$ cat src/rtl/seq_divider.sv
// Iterative unsigned restoring divider: one quotient bit per clock over a WIDTH+1-bit borrow chain.
// Optional SEQ_DIVIDER_ZERO_CHECK_EN: a zero divisor completes at once with div_zero set.
module seq_divider #(
  parameter int WIDTH = 4
) (
  input  logic             clock,
  input  logic             reset_n,
  input  logic             start,
  input  logic [WIDTH-1:0] dividend,
  input  logic [WIDTH-1:0] divisor,
  output logic             busy,
  output logic             done,
  output logic [WIDTH-1:0] quotient,
  output logic [WIDTH-1:0] remainder,
  output logic             div_zero
);
  localparam int CW = $clog2(WIDTH + 1);

  typedef enum logic [1:0] {IDLE, RUN, DONE} state_t;

  state_t           state, next_state;
  logic [WIDTH-1:0] d, v, d_nxt;
  logic [WIDTH:0]   p, p_sh, t, p_nxt;
  logic [CW-1:0]    cnt;
  logic             accept, zero_go, last;

  // The DONE cycle also samples start, so back-to-back operations issue every WIDTH+1 cycles.
  assign accept = start && (state == IDLE || state == DONE);
`ifdef SEQ_DIVIDER_ZERO_CHECK_EN
  assign zero_go = accept && (divisor == '0);
`else
  assign zero_go = 1'b0;
`endif
  assign last = (state == RUN) && (cnt == CW'(1));
  assign busy = (state == RUN);
  assign done = (state == DONE);

  always_comb begin
    next_state = state;
    case (state)
      IDLE, DONE: next_state = accept ? (zero_go ? DONE : RUN) : IDLE;
      RUN:        if (last) next_state = DONE;
      default:    next_state = IDLE;
    endcase
  end

  // One restoring step: shift in the next dividend bit, keep the difference unless it borrowed.
  always_comb begin
    p_sh  = {p[WIDTH-1:0], d[WIDTH-1]};
    t     = p_sh - {1'b0, v};
    p_nxt = t[WIDTH] ? p_sh : t;
    d_nxt = {d[WIDTH-2:0], ~t[WIDTH]};
  end

  always_ff @(posedge clock) begin
    if (!reset_n) begin
      state     <= IDLE;
      d         <= '0;
      v         <= '0;
      p         <= '0;
      cnt       <= '0;
      quotient  <= '0;
      remainder <= '0;
    end else begin
      state <= next_state;
      if (accept && !zero_go) begin
        d   <= dividend;
        v   <= divisor;
        p   <= '0;
        cnt <= CW'(WIDTH);
      end else if (state == RUN) begin
        d   <= d_nxt;
        p   <= p_nxt;
        cnt <= cnt - CW'(1);
        if (last) begin
          quotient  <= d_nxt;
          remainder <= p_nxt[WIDTH-1:0];
        end
      end
      if (zero_go) begin
        quotient  <= '1;
        remainder <= dividend;
      end
    end
  end

`ifdef SEQ_DIVIDER_ZERO_CHECK_EN
  logic dz;
  always_ff @(posedge clock) begin
    if (!reset_n)     dz <= 1'b0;
    else if (zero_go) dz <= 1'b1;
    else if (last)    dz <= 1'b0;
  end
  assign div_zero = dz;
`else
  assign div_zero = 1'b0;
`endif

endmodule
$ cat config.mk
export PLATFORM = sky130hd
export DESIGN_NAME = seq_divider
export DESIGN_NICKNAME = d
export VERILOG_FILES = /design/src/rtl/seq_divider.sv
export SDC_FILE = /design/constraint.sdc
export NUM_CORES = 1
export LEC_CHECK = 0
export BUFFER_PORTS_ARGS = -buffer_cell sky130_fd_sc_hd__buf_2
export CORE_MARGIN = 2
export CORE_UTILIZATION = 28
export DETAILED_ROUTE_END_ITERATION = 16
export GPL_TIMING_DRIVEN = 1
export SLEW_MARGIN = 25
export SYNTH_ARGS = -nofsm -noshare
export SYNTH_HDL_FRONTEND = slang
export SYNTH_SLANG_ARGS = --single-unit
$ cat constraint.sdc
create_clock -name clock -period 1.8 [get_ports clock]
set_input_delay 0.36 -clock clock [delete_from_list [all_inputs] [get_ports clock]]
set_output_delay 0.36 -clock clock [all_outputs]
set_load 0.01 [all_outputs]
Yosys cells after proc, flatten, opt, wreduce, memory -nomap -nowiden
Cells that the tools add are included.
W data, S select, Z words.

cells by class
  $add $sub $neg = 2
  muxes and demuxes = 8
  equal/unequal tests = 4
  reductions and logical operators = 8
  bitwise operators = 3

operators by type and width
  operator               number
  $mux W4                3
  $mux W3                2
  $sub A5 B4 Y5          1
  $pmux W2 S2            1
  $reduce_or A2 Y1       2
  $eq A3 B1 Y1 const B   1
  $not A1 Y1             3
  $reduce_and A3 Y1      1
  $sub A3 B1 Y3 const B  1
  $eq A2 B1 Y1 const B   1
  $eq A2 B2 Y1 const B   1
  $logic_and A1 B1 Y1    2
  $logic_not A2 Y1       1
  $mux W2                1
  $ne A2 B1 Y1 const B   1
  $reduce_bool A2 Y1     1
  $logic_or A1 B1 Y1     1
  $mux W1                1

storage, ports and cells
  register bits after elaboration = 25
  input port bits = 11

Depth between registers and ports, before layout
  word-level depth = 5
  depth in mapped cells = 9
  gate-level depth less buffers = 9

Least setup slack after synthesis
Ideal clock, no wire load.

  path type = reg2reg
  start = reg d[3]
  end = reg remainder[0]
  stages on the path, launching flop included = 9
  arrival time = 1790 ps
  path buffers = 0
  path slack = -63 ps
  path through = dfxtp_1 inv_1 ha_1 inv_1 fa_1 a31oi_2 xnor2_2 mux2_4 o22ai_2

between the ends
  longest elaborated chain between the ends = 2

ends and longest elaborated chain
  what                      line  source
  start: declaration        22    logic [WIDTH-1:0] d, v, d_nxt;
  start signal: assignment  67    d <= dividend;
  start signal: assignment  72    d <= d_nxt;
  $sub A5 B4 Y5             50    t = p_sh - {1'b0, v};
  $mux W4 *                 51    p_nxt = t[WIDTH] ? p_sh : t;
  end signal: assignment    77    remainder <= p_nxt[WIDTH-1:0];
  end signal: assignment    82    remainder <= dividend;
  end: declaration          14    output logic [WIDTH-1:0] remainder,

Mark *: on every way between the ends. The rest lies on a longest branch, timed or not.
A chain may end at the register's enable or synchronous reset.

Final worst setup path
Ends and elaborated chain as after synthesis.

==> reports/results.txt <==
Area after DPL - 1440 sq um
flops & latches, synth - 25
M3 GR Usage - 1.89%
initial antenna violation count - 0
RSZ-0062 raised after global routing - yes
critical path arrival - 2.07 ns
Worst Setup End Kind - register
fin crit period - 1.88 ns
LEAKAGE - 0.626 nW
Worst VDD drop - 0.504 mV
drt via density - 4.64
Die Y - 69.5 um
clk sink count - 25
CP Data Required Time - 2.00 ns
worst r2r src - d[3]$_SDFFE_PN0P_
Pre-antenna DRT Iters - 4
post-DP HPWL - 1970 um
post-synthesis sequential area ratio - 41.7%
largest net degree at the start of global routing - 24
die area - 4830 sq um
layout overhead on the synthesized area - 27.2%
core box area - 4060 sq um
Reg power frac - 47.1%
Psw - 0.372 mW
vias - 984
Total Nets Final - 181
final hold slack - 0.339 ns
Synth Warn # - 0
Worst Min Path Start - divisor[2]
Final Non-Filler Cells - 212
sw frac - 28.6%
Setup WS pre-CTS - -0.0786 ns
period utilisation layout - 104%
CTS root buf - clkbuf_8
Final Setup Violations - 7
worst-case reg-to-reg path depth - 8
CP Launch Type - register
antenna cells - 0
final slew viol count - 0
Worst Hold Path Cells - 3
met2 Use GR - 21.8%
hold endpoint - v[2]$_SDFFE_PN0P_
TritonCTS clock tree - yes
row count - 23
fillers - 410
failing checks - setup timing
gr busiest metal - met2
Initial Util - 29.6%
max cap viols - 0
most common cell after layout, fill and taps aside - dfxtp_1
Final ANT Viol Nets - 0
post-synthesis cell count - 133
final total power - 1.30 mW
wirelength, routed - 2560 um
Worst-path clk slew - 0.08 ns
status - finished, violations left
final instance area - 1530 sq um
r2r setup slk - -0.08 ns
I/O Buffers - 20
htree depth - 1
Die X - 69.5 um
setup ws final - -0.0763 ns
Netlist cell types - 30
Total Routing Usage GR - 11.4%
placed cells - 205
routed wire length per instance - 12.1 um
Hold Path Class - primary input to register
power per cell area - 850 nW/um^2
TritonCTS buffer count - 3
initial drt markers - 20
most frequent cells in the layout - dfxtp_1 (24), nand2_1 (20), buf_2 (20), buf_4 (11), a21boi_0 (9)
GPL Wtd Cong - 0.808
GRT overflow - 0
Int Power - 0.927 mW
I/O pin cnt - 22
Worst setup startpoint - d[3]$_SDFFE_PN0P_
Avg Inst Size Synth - 9.03 sq um
clk_lat worst skew - 0.26 ns
fmax - 0.533 GHz
Logic pwr share - 27.9%
vias in the first global route - 1054
FF-to-FF End - remainder[0]$_SDFFE_PN0P_
Max clock buf depth - 2
residual DRC count - 0
CP max FO - 5
clock power share - 25.1%
final hold viol count - 0
Crit Path Class - register to register
Net Count, Synth - 151
Clock Skews - 0.00251 ns
Mapped Area - 1200 sq um
hold_buf cts - 0
first-pass GRT wire length - 4510 um
GR Util met1 - 12.6%
layout cells sized above 1 - 30.2%
cell type report:
| type | instances | area [sq um] | share of cell area, % |
|---|---|---|---|
| multi-input cells | 92 | 691 | 45.2 |
| repair buffers | 32 | 194 | 12.7 |
| well taps | 50 | 62.6 | 4.09 |
| inverters | 9 | 33.8 | 2.21 |
| clock buffers | 4 | 45.0 | 2.95 |
| flip-flops and latches | 25 | 502 | 32.8 |
Yosys cell counts:
master	instances	area, sq um
a21oi_1	4	20.0
xnor2_2	1	16.3
clkbuf_1	3	11.3
nor2b_1	7	43.8
a211oi_1	3	22.5
o21ai_2	1	8.76
dfxtp_1	25	500
nor3b_1	1	7.51
nor2_1	7	26.3
o22ai_1	1	6.26
nand3b_1	1	7.51
buf_4	2	15.0
ha_1	6	75.1
a21boi_0	10	75.1
a22oi_1	5	37.5
o21ai_0	7	35.0
nand2b_1	1	6.26
buf_2	2	10.0
mux2i_1	6	60.1
inv_1	9	33.8
xor2_1	2	17.5
a31oi_2	1	12.5
xnor2_1	1	8.76
mux2_4	1	15.0
nand2_1	20	75.1
conb_1	1	3.75
nand3_1	2	10.0
fa_1	1	20.0
o22ai_2	1	12.5
a21o_1	1	7.51
metrics by stage:
stage          TNS, ns  utilization, %
6_report        -0.250            37.7
3_3_place_gp   -0.0845            35.6
3_5_place_dp    -0.257            35.6
5_1_grt          -1.10            37.7
4_1_cts         -0.181            36.9
2_1_floorplan  -0.0653               -
worst max-delay path, cell delays in order (launching register included):
cell and delay, ns:
dfxtp_2 0.33, inv_2 0.07, ha_4 0.13, inv_2 0.03, fa_2 0.36, a31oi_4 0.23, xnor2_4 0.18, mux2_4 0.34
o22ai_2 0.13
cells by family after synthesis:
group / count (synthesis) / synth area share, %
AO/OA/AOI/OAI: 34 / 19.8
XOR/XNOR: 4 / 3.54
adder cells (fa/ha/maj): 7 / 7.92
buffers and inverters: 16 / 5.83
flip-flops: 25 / 41.7
multiplexers: 7 / 6.25
other: 1 / 0.312
AND/OR/NAND/NOR: 39 / 14.7
what timing repair did:
action | 4_1_cts | 5_1_grt
cloned | 0 | 0
setup buffers | 1 | 2
resized for setup | 0 | 9
setup endpoints to repair | 8 | 10
pin swaps | 3 | 7
how the worst max path moves through the flow:
stage	cells past startpoint	end	slack, ns
2_1_floorplan	8	remainder[0]$_SDFFE_PN0P_	-0.04
3_3_place_gp	8	remainder[0]$_SDFFE_PN0P_	-0.04
3_5_place_dp	8	remainder[0]$_SDFFE_PN0P_	-0.08
4_1_cts	8	remainder[0]$_SDFFE_PN0P_	-0.07
5_1_grt	8	remainder[0]$_SDFFE_PN0P_	-0.16
6_report	8	remainder[0]$_SDFFE_PN0P_	-0.08
layer usage:
layer / up-vias / part of all wire, %
met4: 0 / 1.1
met2: 16 / 51
met3: 4 / 3.4
met5: - / 0
met1: 461 / 44
li1: 503 / -
power by group through the flow:
stage / Combinational, mW / Clock, mW / Sequential (mW)
after floorplan: 0.237 / 0 / 0.620
after global placement: 0.314 / 0 / 0.623
after detailed placement: 0.323 / 0 / 0.625
after CTS: 0.326 / 0.339 / 0.611
after global routing: 0.402 / 0.365 / 0.615
final: 0.362 / 0.326 / 0.611
state kept, by name, summed over array words and instances (netlist names):
signal and flops:
d 4, state 2, quotient 4, v 4, remainder 4, p 4
cnt 3
Power figures use the tool's default switching activity.
